[src/rtl/tl_pkg.sv]
// Shared types for the traffic-light safety monitor: signal-head codes,
// fault codes and the approach count.
package tl_pkg;

    localparam int NUM_APPR = 4;

    typedef enum logic [1:0] {
        TL_RED     = 2'b00,
        TL_YELLOW  = 2'b01,
        TL_GREEN   = 2'b10,
        TL_INVALID = 2'b11
    } tl_code_e;

    typedef enum logic [2:0] {
        F_NONE      = 3'd0,
        F_INVALID   = 3'd1,
        F_CONFLICT  = 3'd2,
        F_SEQ       = 3'd3,
        F_YEL_SHORT = 3'd4,
        F_GRN_LONG  = 3'd5,
        F_ALLRED    = 3'd6
    } fault_e;

    // YELLOW or GREEN: the approach currently holds right-of-way.
    function automatic logic is_lit(input tl_code_e c);
        return (c == TL_YELLOW) || (c == TL_GREEN);
    endfunction

endpackage

[src/rtl/tl_approach_tracker.sv]
// Per-approach history: previous code, dwell counter and timed flag, plus the
// sequence and timing checks that depend on them.
module tl_approach_tracker
    import tl_pkg::*;
#(
    parameter int GREEN_MAX   = 20,
    parameter int YELLOW_TIME = 5,
    parameter int CNT_W       = 8
) (
    input  logic     clk,
    input  logic     rst,
    input  tl_code_e code_i,
    input  logic     clr_i,
    output logic     seq_err_o,
    output logic     yel_short_o,
    output logic     grn_long_o,
    output logic     red_to_green_o
);

    localparam logic [CNT_W-1:0] CNT_MAX = '1;
    localparam logic [CNT_W-1:0] YEL_T   = CNT_W'(YELLOW_TIME);
    localparam logic [CNT_W-1:0] GRN_T   = CNT_W'(GREEN_MAX);

    tl_code_e         prev_q, prev_d;
    logic             valid_q, valid_d;
    logic             timed_q, timed_d;
    logic [CNT_W-1:0] dwell_q, dwell_d;
    logic             changed;

    always_comb begin
        // NOTE: every _d gets a default first so no path can infer a latch.
        changed = valid_q && (code_i != prev_q);
        prev_d  = code_i;
        valid_d = 1'b1;
        timed_d = timed_q | changed;
        dwell_d = dwell_q;
        if (!valid_q || changed) begin
            dwell_d = CNT_W'(1);
        end else if (dwell_q != CNT_MAX) begin
            dwell_d = dwell_q + 1'b1;
        end
        if (clr_i) begin
            prev_d  = TL_RED;
            valid_d = 1'b0;
            timed_d = 1'b0;
            dwell_d = '0;
        end
    end

    always_comb begin
        seq_err_o = valid_q && (((prev_q == TL_GREEN)  && (code_i == TL_RED))    ||
                                ((prev_q == TL_RED)    && (code_i == TL_YELLOW)) ||
                                ((prev_q == TL_YELLOW) && (code_i == TL_GREEN)));
        yel_short_o = valid_q && timed_q && (prev_q == TL_YELLOW) &&
                      (code_i == TL_RED) && (dwell_q < YEL_T);
        grn_long_o  = valid_q && timed_q && (prev_q == TL_GREEN) &&
                      (code_i == TL_GREEN) && (dwell_q == GRN_T);
        red_to_green_o = valid_q && (prev_q == TL_RED) && (code_i == TL_GREEN);
    end

    always_ff @(posedge clk) begin
        // NOTE: state uses non-blocking assignments so all registers update together.
        if (rst) begin
            prev_q  <= TL_RED;
            valid_q <= 1'b0;
            timed_q <= 1'b0;
            dwell_q <= '0;
        end else begin
            prev_q  <= prev_d;
            valid_q <= valid_d;
            timed_q <= timed_d;
            dwell_q <= dwell_d;
        end
    end

    // Long-green must be reachable before the dwell counter saturates.
    always_ff @(posedge clk) begin
        if (!rst) assert (GREEN_MAX + 1 < (2 ** CNT_W) - 1);
    end

endmodule

[src/rtl/tl_safety_monitor.sv]
// Safety monitor for four signal heads: latches the first rule violation and
// requests flash mode. TL_MONITOR_ALLRED_CHECK_EN enables the all-red buffer check.
module tl_safety_monitor
    import tl_pkg::*;
#(
    parameter int GREEN_MAX   = 20,
    parameter int YELLOW_TIME = 5,
    parameter int RED_BUFFER  = 3,
    parameter int CNT_W       = 8
) (
    input  logic       clk,
    input  logic       rst,
    input  logic [1:0] TL1,
    input  logic [1:0] TL2,
    input  logic [1:0] TL3,
    input  logic [1:0] TL4,
    input  logic       fault_clr,
    output logic       fault,
    output logic [2:0] fault_code,
    output logic [1:0] fault_src,
    output logic       flash_mode,
    output logic [7:0] fault_count
);

    tl_code_e            tl [NUM_APPR];
    logic [NUM_APPR-1:0] seq_err, yel_short, grn_long, red_to_green, allred_err;
    logic [NUM_APPR-1:0] lit;

    assign tl[0] = tl_code_e'(TL1);
    assign tl[1] = tl_code_e'(TL2);
    assign tl[2] = tl_code_e'(TL3);
    assign tl[3] = tl_code_e'(TL4);

    for (genvar i = 0; i < NUM_APPR; i++) begin : g_trk
        tl_approach_tracker #(
            .GREEN_MAX  (GREEN_MAX),
            .YELLOW_TIME(YELLOW_TIME),
            .CNT_W      (CNT_W)
        ) u_trk (
            .clk           (clk),
            .rst           (rst),
            .code_i        (tl[i]),
            .clr_i         (fault_clr),
            .seq_err_o     (seq_err[i]),
            .yel_short_o   (yel_short[i]),
            .grn_long_o    (grn_long[i]),
            .red_to_green_o(red_to_green[i])
        );
        assign lit[i] = is_lit(tl[i]);
    end

`ifdef TL_MONITOR_ALLRED_CHECK_EN
    localparam logic [CNT_W-1:0] AR_MAX = '1;
    localparam logic [CNT_W-1:0] AR_MIN = CNT_W'(RED_BUFFER);

    logic [CNT_W-1:0] allred_cnt_q, allred_cnt_d;
    logic             seen_nonred_q, seen_nonred_d;
    logic             armed_q, armed_d;
    logic             all_red;

    always_comb begin
        all_red = (tl[0] == TL_RED) && (tl[1] == TL_RED) &&
                  (tl[2] == TL_RED) && (tl[3] == TL_RED);
        allred_cnt_d = '0;
        if (all_red) begin
            allred_cnt_d = (allred_cnt_q == AR_MAX) ? allred_cnt_q : allred_cnt_q + 1'b1;
        end
        seen_nonred_d = seen_nonred_q | ~all_red;
        // Armed once an all-red sample follows any non-red sample.
        armed_d       = armed_q | (seen_nonred_q & all_red);
        if (fault_clr) begin
            allred_cnt_d  = '0;
            seen_nonred_d = 1'b0;
            armed_d       = 1'b0;
        end
    end

    always_ff @(posedge clk) begin
        if (rst) begin
            allred_cnt_q  <= '0;
            seen_nonred_q <= 1'b0;
            armed_q       <= 1'b0;
        end else begin
            allred_cnt_q  <= allred_cnt_d;
            seen_nonred_q <= seen_nonred_d;
            armed_q       <= armed_d;
        end
    end

    assign allred_err = (armed_q && (allred_cnt_q < AR_MIN)) ? red_to_green : '0;
`else
    logic unused_allred;
    assign unused_allred = ^{red_to_green, RED_BUFFER[0]};
    assign allred_err    = '0;
`endif

    fault_e     det_code;
    logic [1:0] det_src;

    // Scan from lowest priority up so the lowest code and lowest index win.
    always_comb begin
        det_code = F_NONE;
        det_src  = '0;
        if (!fault_clr) begin
            for (int i = NUM_APPR - 1; i >= 0; i--)
                if (allred_err[i]) begin det_code = F_ALLRED;    det_src = 2'(i); end
            for (int i = NUM_APPR - 1; i >= 0; i--)
                if (grn_long[i])   begin det_code = F_GRN_LONG;  det_src = 2'(i); end
            for (int i = NUM_APPR - 1; i >= 0; i--)
                if (yel_short[i])  begin det_code = F_YEL_SHORT; det_src = 2'(i); end
            for (int i = NUM_APPR - 1; i >= 0; i--)
                if (seq_err[i])    begin det_code = F_SEQ;       det_src = 2'(i); end
        end
        if ($countones(lit) >= 2) begin
            for (int i = NUM_APPR - 1; i >= 0; i--)
                if (lit[i]) begin det_code = F_CONFLICT; det_src = 2'(i); end
        end
        for (int i = NUM_APPR - 1; i >= 0; i--)
            if (tl[i] == TL_INVALID) begin det_code = F_INVALID; det_src = 2'(i); end
    end

    logic       fault_q, fault_d;
    fault_e     fault_code_q, fault_code_d;
    logic [1:0] fault_src_q, fault_src_d;
    logic [7:0] fault_count_q, fault_count_d;

    always_comb begin
        fault_d       = fault_q;
        fault_code_d  = fault_code_q;
        fault_src_d   = fault_src_q;
        fault_count_d = fault_count_q;
        if ((det_code != F_NONE) && (!fault_q || fault_clr)) begin
            fault_d      = 1'b1;
            fault_code_d = det_code;
            fault_src_d  = det_src;
            if (fault_count_q != 8'hFF) fault_count_d = fault_count_q + 8'd1;
        end else if (fault_clr) begin
            fault_d      = 1'b0;
            fault_code_d = F_NONE;
            fault_src_d  = '0;
        end
    end

    always_ff @(posedge clk) begin
        if (rst) begin
            fault_q       <= 1'b0;
            fault_code_q  <= F_NONE;
            fault_src_q   <= '0;
            fault_count_q <= '0;
        end else begin
            fault_q       <= fault_d;
            fault_code_q  <= fault_code_d;
            fault_src_q   <= fault_src_d;
            fault_count_q <= fault_count_d;
        end
    end

    assign fault       = fault_q;
    assign flash_mode  = fault_q;
    assign fault_code  = fault_code_q;
    assign fault_src   = fault_src_q;
    assign fault_count = fault_count_q;

endmodule
[config.mk]
export PLATFORM = sky130hd
export DESIGN_NAME = tl_safety_monitor
export DESIGN_NICKNAME = d
export VERILOG_FILES = /design/src/rtl/tl_pkg.sv /design/src/rtl/tl_approach_tracker.sv /design/src/rtl/tl_safety_monitor.sv
export SDC_FILE = /design/constraint.sdc
export NUM_CORES = 1
export LEC_CHECK = 0
export ABC_CLOCK_PERIOD_IN_PS = 4400
export CORE_UTILIZATION = 31
export DETAILED_ROUTE_END_ITERATION = 8
export GPL_TIMING_DRIVEN = 0
export SLEW_MARGIN = 20
export SYNTH_ARGS = -nofsm -noshare
export SYNTH_HDL_FRONTEND = slang
export SYNTH_SLANG_ARGS = --single-unit
export TNS_END_PERCENT = 50
[constraint.sdc]
create_clock -name clk -period 4.4 [get_ports clk]
set_input_delay 1.32 -clock clk [delete_from_list [all_inputs] [get_ports clk]]
set_output_delay 1.32 -clock clk [all_outputs]
set_load 0.005 [all_outputs]
# [Yosys cells after proc, flatten, opt, wreduce, memory -nomap -nowiden]
# Index checks and enable logic that the tools add are counted.
[op_classes] n_eq_ne=33 n_reduce_logical=88 bitwise=4 addsub=8 n_lt_le_gt_ge=5 n_mux=59
[ops] cell="$mux W3" count=24
[ops] cell="$logic_and A1 B1 Y1" count=49
[ops] cell="$mux W2" count=24
[ops] cell="$add A8 B1 Y8 const B" count=5
[ops] cell="$ne A8 B8 Y1 const B" count=5
[ops] cell="$eq A8 B5 Y1 const B" count=4
[ops] cell="$lt A8 B3 Y1 const B" count=4
[ops] cell="$eq A2 B2 Y1 const B" count=12
[ops] cell="$logic_or A1 B1 Y1" count=17
[ops] cell="$eq A2 B1 Y1 const B" count=8
[ops] cell="$logic_not A2 Y1" count=8
[ops] cell="$reduce_or A3 Y1" count=4
[ops] cell="$mux W1" count=11
[ops] cell="$reduce_bool A2 Y1" count=5
[ops] cell="$ne A2 B2 Y1" count=4
[ops] cell="$add A1 B1 Y2" count=2
[ops] cell="$or A1 B1 Y1" count=4
[ops] cell="$add A2 B2 Y3" count=1
[ops] cell="$ge A3 B2 Y1 const B" count=1
[ops] cell="$reduce_bool A3 Y1" count=1
[ops] cell="$logic_not A1 Y1" count=2
[ops] cell="$reduce_and A2 Y1" count=1
[ops] cell="$reduce_or A2 Y1" count=1
[word_totals] reg_bits=59 elab_cells=218

# [Depth between registers and ports, before layout]
# Gate-level depths: netlist of the first run.
[logic_depth] ltp_word=29 depth_mapped=10

# [Cells and area by module]
# From an unflattened synthesis of the first run, not the netlist that was laid out.
[unflattened] cells_unflattened=446 area_unflattened_um2=3888.7
[by_module_without_submodules] module="tl_approach_tracker" area_each_um2=708.2 n_inst=4 cells_each=81
[by_module_without_submodules] module="tl_safety_monitor" area_each_um2=1056.0 n_inst=1 cells_each=122

# [Worst setup path before layout of the first run]
# No wires, ideal clock.
[synth_timing] kind="input -> register" startpoint="in TL2[0]" endpoint="reg fault_count_q[7], in the netlist fault_count[7]" cell_stages=9 t_required_ps=4279 setup_ps=121 path_slack_ps=773 t_arrival_ps=3507 cell_sequence="inv_1 > ha_1 > fa_1 > a21o_1 > a21oi_1 > nand4_1 > o21ai_1 > nor4_2 > mux2_2"
[synth_via] elab_chain_cells=26 elab_cells_between_ends=41
[synth_rtl] item="from (decl)" line_no="tl_safety_monitor.sv:14" source="input logic [1:0] TL2,"
[synth_rtl] item="$eq A2 B2 Y1" line_no="tl_pkg.sv:26, tl_approach_tracker.sv:53, tl_approach_tracker.sv:57"
[synth_rtl] item="$logic_and A1 B1 Y1" line_no="tl_approach_tracker.sv:56" source="grn_long_o = valid_q && timed_q && (prev_q == TL_GREEN) &&"
[synth_rtl] item="$logic_and A1 B1 Y1" line_no="tl_approach_tracker.sv:57" source="(code_i == TL_GREEN) && (dwell_q == GRN_T);"
[synth_rtl] item="$mux W3 (2 in series)" line_no="tl_safety_monitor.sv:108" source="if (grn_long[i]) begin det_code = F_GRN_LONG; det_src = 2'(i); end"
[synth_rtl] item="$mux W3 (4 in series)" line_no="tl_safety_monitor.sv:110" source="if (yel_short[i]) begin det_code = F_YEL_SHORT; det_src = 2'(i); end"
[synth_rtl] item="$mux W3 (4 in series)" line_no="tl_safety_monitor.sv:112" source="if (seq_err[i]) begin det_code = F_SEQ; det_src = 2'(i); end"
[synth_rtl] item="$mux W3" line_no="tl_safety_monitor.sv:104" source="if (!fault_clr) begin"
[synth_rtl] item="$mux W3 (4 in series)" line_no="tl_safety_monitor.sv:116" source="if (lit[i]) begin det_code = F_CONFLICT; det_src = 2'(i); end"
[synth_rtl] item="$mux W3" line_no="tl_safety_monitor.sv:114" source="if ($countones(lit) >= 2) begin"
[synth_rtl] item="$mux W3 (2 in series)" line_no="tl_safety_monitor.sv:119" source="if (tl[i] == TL_INVALID) begin det_code = F_INVALID; det_src = 2'(i); end"
[synth_rtl] item="$mux W3 (*) (2 in series)" line_no="tl_safety_monitor.sv:119"
[synth_rtl] item="$reduce_bool A3 Y1 (*)" line_no="tl_safety_monitor.sv:132" source="if ((det_code != F_NONE) && (!fault_q || fault_clr)) begin"
[synth_rtl] item="$logic_and A1 B1 Y1 (*)" line_no="tl_safety_monitor.sv:132"
[synth_rtl] item="$reduce_and A2 Y1 (no line) (*)"
[synth_rtl] item="to (signal assigned)" line_no="tl_safety_monitor.sv:154" source="fault_count_q <= fault_count_d;"
[synth_rtl] item="to (decl)" line_no="tl_safety_monitor.sv:125" source="logic [7:0] fault_count_q, fault_count_d;"
# Every way passes the cells marked *; elsewhere a longest branch is shown, timed or not.
# A chain may end at the register's enable or synchronous reset.

# [Final worst setup path of the first run]
[layout_timing] startpoint="in TL2[0]" endpoint="reg fault_count_q[5], in the netlist fault_count[5]"
# The elaborated chain is that of the path after synthesis.

==> results of run 1 <==
==> synth_stat cells (3+ instances only) <==
master and number:
nor3_1 10, ha_1 25, nand4_1 11, nand4b_1 4
nand3_1 25, and3_1 10, mux2i_1 4, nor2_1 66
o21ai_0 12, dfxtp_1 59, and2_1 3, inv_1 31
or4_1 5, nand2_1 25, a31oi_1 7, nor3b_1 4
a21o_1 3, xor2_1 21, a211oi_1 4, nor2b_1 7
a21oi_1 19, mux2_2 3, or4_4 3, xnor2_1 6
nor4_1 5
==> state kept, by name (all words and copies together), names as in the netlist <==
| register | cells |
|---|---|
| g_trk.u_trk.dwell_q | 32 |
| fault_count | 8 |
| g_trk.u_trk.prev_q | 8 |
| fault | 1 |
| g_trk.u_trk.timed_q | 4 |
| fault_src | 2 |
| fault_code | 3 |
| g_trk.u_trk.valid_q | 1 |
==> metrics by stage <==
step                      setup TNS, ps  power [mW]  area, um^2  utilization (%)
after floorplan                       0      0.6761        3413                -
after global placement           -518.8      0.7363        3834            36.48
after detailed placement         -790.3      0.7409        3834            36.48
after CTS                             0       1.201        4013            38.18
after global routing             -39.76       1.245        4016            38.22
final                                 0       1.186        4016            38.22
==> kinds of logic (layout without fill, tap and decap cells) <==
family / after synthesis / in the layout
AOI/OAI and AO/OA: 62 / 62
and+or+nand+nor: 195 / 195
DFF: 59 / 59
buffers and inverters: 39 / 79
xor gates and xnor gates: 27 / 27
muxes: 7 / 7
adders and majority gates: 26 / 26
==> final timing paths <==
check / from / end / slack (ps) / cells past startpoint
max: TL2[0] / fault_count[5] / 120 / 10
min: g_trk[0].u_trk.timed_q / g_trk[0].u_trk.timed_q / 470 / 2
max reg2reg: g_trk[0].u_trk.dwell_q[3] / fault_count[5] / 1690 / 8
min reg2reg: g_trk[0].u_trk.timed_q / g_trk[0].u_trk.timed_q / 470 / 2
==> cell type report <==
type / count / area (um^2) / share of cell area [%]
clock buffer: 13 / 168.9 / 4.206
tap: 136 / 170.2 / 4.237
multi-input combinational: 317 / 2073 / 51.62
clock inverter: 2 / 10.01 / 0.2492
buffer: 7 / 42.54 / 1.059
sequential: 59 / 1181 / 29.41
inverter: 32 / 120.1 / 2.991
timing repair buffer: 25 / 250.2 / 6.231
==> placed cells by master (no fill, tap or decap), types with 2 or more instances in the layout <==
master,synthesis,layout
nand2b_1,2,2
and4b_1,2,2
buf_1,2,2
a21o_1,3,3
or4_1,5,5
mux2i_1,4,4
nor3b_1,4,4
o31ai_1,2,2
o21ai_0,12,12
and2_1,3,3
or2_2,2,2
clkdlybuf4s50_1,0,25
clkinv_2,0,2
nor2b_1,7,7
ha_1,25,25
or3_1,2,2
dfxtp_1,59,59
xnor2_1,6,6
o41ai_1,2,2
and3_1,10,10
nand4b_1,4,4
a21oi_1,19,19
mux2_2,3,3
nor4_1,5,5
nor2_1,66,66
nand2_1,25,25
nand4_1,11,11
clkbuf_1,2,3
nand3b_1,2,2
clkbuf_8,0,12
nor3_1,10,10
xor2_1,21,21
a211oi_1,4,4
o21a_1,2,2
nand3_1,25,25
or4_4,3,3
a31oi_1,7,7
inv_1,31,31
==> power by group through the flow <==
stage          combinational, mW  sequential, mW  clock (mW)
3_3_place_gp               0.157           0.580           0
4_1_cts                    0.161           0.569       0.471
3_5_place_dp               0.160           0.581           0
6_report                   0.161           0.569       0.456
2_1_floorplan             0.0987           0.577           0
5_1_grt                    0.181           0.572       0.492
==> worst max-delay path: stages <==
cell and delay, ps:
clkdlybuf4s50_1 580, inv_1 120, ha_1 400, fa_1 520, a21o_1 190, a21oi_1 260
nand4_1 340, o21a_1 310, and3_1 200, mux2_2 270
==> per-layer routing <==
| metal | vias up | wire (um) | GRT usage [%] |
|---|---|---|---|
| met3 | 11 | 251 | 2.553 |
| met5 | - | 0 | 0 |
| met1 | 1366 | 3605 | 17.37 |
| met4 | 0 | 143 | 6.164 |
| met2 | 52 | 3380 | 23.04 |
| li1 | 1528 | - | - |
==> metrics.yaml, run 1 <==
status:
  outcome: "finished, final reports clean"
drt:
  vias: 2957
  drtIter0Drc: 133
  firstDrtPassIters: 5
  wl_per_cell_um: 12.49
  wl_um: 7381
  ant_nets: 0
  routed_via_density: 5.003
  remaining_drc_errors: 0
die:
  boundaryPins: 26
  die_area_mm2: 0.01143
  fp.dieW_um: 106.9
  start_util_pct: 32.48
  rows: 37
  die_y_um: 106.9
  core-area_mm2: 0.01051
clocking:
  hold_buffers: 0
  clkSlewWorstSetupHoldPaths_ps: 60
  post-cts-setup-buffer-count: 0
  clockRootBuffer: "clkbuf_8"
  cts_num_sinks: 59
  clock_latency_ps: 340
  clockBufferDepth: 2
  cts_tree: "yes"
  numCtsBuffers: 9
  htree_num_levels: 3
  ctsResizeCount: 0
sta:
  fin_crit_ps: 4282
  finalMaxSlewViolations: 0
  fmax_mhz: 233.5
  rsz0062_at_grt: "yes"
  fin_crit_sh_pct: 97.31
  setup_viol: 0
  hold_slack_ps: 469.6
  layout_setup_ws_ps: 118.2
  worst_pin_slew_ps: 810.5
  finClkSkew_ps: 10.80
  relSlewSlack_pct: 44.57
  hold_viol: 0
pwr:
  p_seq_share_pct: 47.9
  power.density_mw_per_mm2: 295.3
  power_frac_clock_pct: 38.5
  p_int_mw: 0.8726
  power_frac_comb_pct: 13.6
  ir_drop_v: 0.0001714
  p_switching_mw: 0.3133
  p_leak_nw: 1.545
  switching_share_pct: 26.42
global_routing:
  antenna_found_initial: 0
  groute.usage.overall_pct: 13.85
  grt_max_degree: 11
  grt.overflow.total: 0
  grt_first_pass_wirelength_um: 12510
  grt_pass1_vias: 2751
synthesis:
  syn_nets: 452
  syn_avg_cell_area_um2: 8.225
  yosysTopAreaCellShare_pct: 34.60
  syn_inst: 415
  async_flop_share_pct: 0
  synth_largest_area_cell: "dfxtp_1"
  synth-seq-cells: 59
  ys_top_cells_by_area: "dfxtp_1 (35%), ha_1 (9.2%), nor2_1 (7.3%)"
  netlist_area_mm2: 0.003413
  synth_top_family_by_area: "simple AND/OR/NAND/NOR gates"
  synth-adder-area-share_pct: 9.751
  synth-edff-count: 0
  synth_compound_area_share_pct: 11.91
  synth-xor-area-share_pct: 6.928
  ys_seq_area_share_pct: 34.60
  synthFlopType: "dfxtp_1"
  synth.area.mux_share_pct: 2.163
  yosysUniqueCellTypes: 58
  yosysWarnings: 0
  synthSimpleGateAreaFrac_pct: 29.88
placement:
  place_inst: 576
  hpwl_um: 5564
  portBuffers: 25
  place.gp.congestion: 0.8221
  pre_cts_slack_ps: -218.4
min_path:
  hp-class: "reg -> reg"
critical_path:
  cp-end-kind: "flop"
  path_max_fanout: 5
  cp_data_arrival_time_ps: 4500
  worst_ep_required_time_ps: 4620
  worst-setup-path-type: "in -> reg"
  crit_path_start_kind: "input pin"
run:
  maxCapViolCount: 0
cells_and_area:
  syn2layout_area_growth_pct: 17.67
  fin_cells: 591
  n_fill_cell: 1084
  layout-drive-gt1-share_pct: 6.593
  n_antenna_cell: 0
  finalNetCount: 488
Note: power is estimated with default switching activity, not from simulation.
==> run 2, diff against run 1 <==
--- a/config.mk
+++ b/config.mk
@@ -8,7 +8,6 @@
 export ABC_CLOCK_PERIOD_IN_PS = 4400
 export CORE_UTILIZATION = 31
 export DETAILED_ROUTE_END_ITERATION = 8
-export GPL_TIMING_DRIVEN = 0
 export SLEW_MARGIN = 20
 export SYNTH_ARGS = -nofsm -noshare
 export SYNTH_HDL_FRONTEND = slang
==> metrics.yaml, run 2 (synthesized netlist as in run 1, its figures left out) <==
clocking:
  cts_num_sinks: 59  # unchanged
  numCtsBuffers: 9  # unchanged
  post-cts-setup-buffer-count: 0  # unchanged
  clockBufferDepth: 2  # unchanged
  htree_num_levels: 3  # unchanged
  clockRootBuffer: "clkbuf_8"  # unchanged
  clock_latency_ps: 350  # was 340 ps
  hold_buffers: 0  # unchanged
  clkSlewWorstSetupHoldPaths_ps: 70  # was 60 ps
  cts_tree: "yes"  # unchanged
  ctsResizeCount: 0  # unchanged
critical_path:
  cp_data_arrival_time_ps: 4150  # was 4500 ps
  worst_ep_required_time_ps: 4630  # was 4620 ps
  regToRegSetupSlack_ps: 1710  # was 1690 ps
  crit_path_end: "fault_count[5]"  # unchanged
  crit_chain: "clkdlybuf4s50_1 > inv_1 > ha_1 > fa_1 > a21o_1 > a21oi_1 > nand4_1 > o21a_1 > and3_1 > mux2_2"  # unchanged
  cp_slowest_stage_delay_ps: 560  # was 580 ps
  r2r_cells: 7  # was 8
  path_max_fanout: 5  # unchanged
  worst-setup-path-type: "in -> reg"  # unchanged
  worstReg2RegEnd: "fault_count[5]"  # unchanged
  cp-startpoint: "TL1[1]"  # was TL2[0]
  r2r_start: "g_trk[0].u_trk.dwell_q[3]"  # unchanged
  crit_path_start_kind: "input pin"  # unchanged
  slowest_stage: "clkdlybuf4s50_1"  # unchanged
  cp-end-kind: "flop"  # unchanged
drt:
  routed_via_density: 4.946  # was 5.003
  wl_per_cell_um: 12.74  # was 12.49 um
  ant_nets: 0  # unchanged
  wl_um: 7552  # was 7381 um
  remaining_drc_errors: 0  # unchanged
  drtIter0Drc: 120  # was 133
  firstDrtPassIters: 4  # was 5
  vias: 2933  # was 2957
sta:
  fmax_mhz: 255.6  # was 233.5 MHz
  finalMaxSlewViolations: 0  # unchanged
  hold_viol: 0  # unchanged
  hold_slack_ps: 474.2  # was 469.6 ps
  setup_viol: 0  # unchanged
  finClkSkew_ps: 10.78  # was 10.80 ps
  relSlewSlack_pct: 59.93  # was 44.57%
  rsz0062_at_grt: "no"  # was yes
  setup-tns-final_ps: 0  # unchanged
  fin_crit_ps: 3913  # was 4282 ps
  fin_crit_sh_pct: 88.92  # was 97.31%
  worst_pin_slew_ps: 595.6  # was 810.5 ps
die:
  rows: 37  # unchanged
  die_y_um: 106.9  # unchanged
  core-area_mm2: 0.01051  # unchanged
  start_util_pct: 32.48  # unchanged
  fp.dieW_um: 106.9  # unchanged
  boundaryPins: 26  # unchanged
  die_area_mm2: 0.01143  # unchanged
cells_and_area:
  top_register: "g_trk.u_trk.dwell_q"  # unchanged
  syn2layout_area_growth_pct: 17.89  # was 17.67%
  final_cell_mix: "nor2_1 (66), dfxtp_1 (59), inv_1 (31)"  # unchanged
  n_fill_cell: 1093  # was 1084
  finalNetCount: 489  # was 488
  largest_reg_flops: 32  # unchanged
  n_antenna_cell: 0  # unchanged
  layout-drive-gt1-share_pct: 7.440  # was 6.593%
  final_common_cell: "nor2_1"  # unchanged
pwr:
  power.density_mw_per_mm2: 292.8  # was 295.3 mW/mm^2
  ir_drop_v: 0.0001463  # was 0.0001714 V
  p_leak_nw: 1.556  # was 1.545 nW
status:
  outcome: "finished, final reports clean"  # unchanged
global_routing:
  antenna_found_initial: 0  # unchanged
  groute.usage.overall_pct: 14.12  # was 13.85%
  grt_first_pass_wirelength_um: 12700  # was 12510 um
  grt.overflow.total: 0  # unchanged
  grt_pass1_vias: 2764  # was 2751
  grt_max_degree: 19  # was 11
run:
  maxCapViolCount: 0  # unchanged
min_path:
  hp-class: "reg -> reg"  # unchanged
  hold_path.startpoint: "g_trk[2].u_trk.timed_q"  # was g_trk[0].u_trk.timed_q
placement:
  hpwl_um: 5665  # was 5564 um
  place.gp.congestion: 0.8479  # was 0.8221
  portBuffers: 25  # unchanged
run 2: how the worst min path moves through the flow:
| stage | cells after the start | to | slack, ps |
|---|---|---|---|
| after floorplan | 2 | g_trk[2].u_trk.timed_q | 430 |
| after global placement | 2 | g_trk[2].u_trk.timed_q | 440 |
| after detailed placement | 2 | g_trk[0].u_trk.timed_q | 460 |
| after CTS | 2 | g_trk[0].u_trk.timed_q | 480 |
| after global routing | 2 | fault_count[6] | 500 |
| final | 2 | g_trk[2].u_trk.timed_q | 470 |
run 2: layout make-up:
type                    instances  area [um^2]  area share, %
clock buffers                  14        162.7          4.042
clock inverters                 2        10.01         0.2488
inverters                      32        120.1          2.985
multi-input cells             317         2069          51.43
flip-flops and latches         59         1181          29.35
well taps                     136        170.2          4.229
repair buffers                 33        310.3          7.711
run 2: through the flow:
step | utilization [%] | instances | total power [mW] | setup WS, ps | area [um^2]
after floorplan | - | 415 | 0.6761 | 772.7 | 3413
after global placement | 36.65 | 577 | 0.7400 | 179.7 | 3851
after detailed placement | 36.65 | 577 | 0.7436 | 154.9 | 3851
after CTS | 38.29 | 593 | 1.193 | 496.7 | 4024
after global routing | 38.29 | 593 | 1.246 | 335.0 | 4024
final | 38.29 | 593 | 1.178 | 487.4 | 4024
run 2: power breakdown:
| group | leakage (nW) | switching, mW | internal [mW] |
|---|---|---|---|
| logic | 0.986 | 0.0832 | 0.0790 |
| registers | 0.480 | 0.0180 | 0.551 |
| clock network | 0.0905 | 0.213 | 0.234 |
run 2: critical path: cells and delay by family:
kind                     cells  cell delay (ps)
buffers and inverters        2              660
adder cells (fa/ha/maj)      2              840
multiplexers                 1              260
AND/OR/NAND/NOR              2              390
AO/OA/AOI/OAI                3              670
run 2: routing by layer:
metal / GRT usage [%] / vias to the layer above / routed length, um
met5: 0 / - / 0
met3: 3.951 / 9 / 250
met4: 5.479 / 0 / 140
li1: - / 1529 / -
met2: 23.87 / 38 / 3547
met1: 16.89 / 1357 / 3613
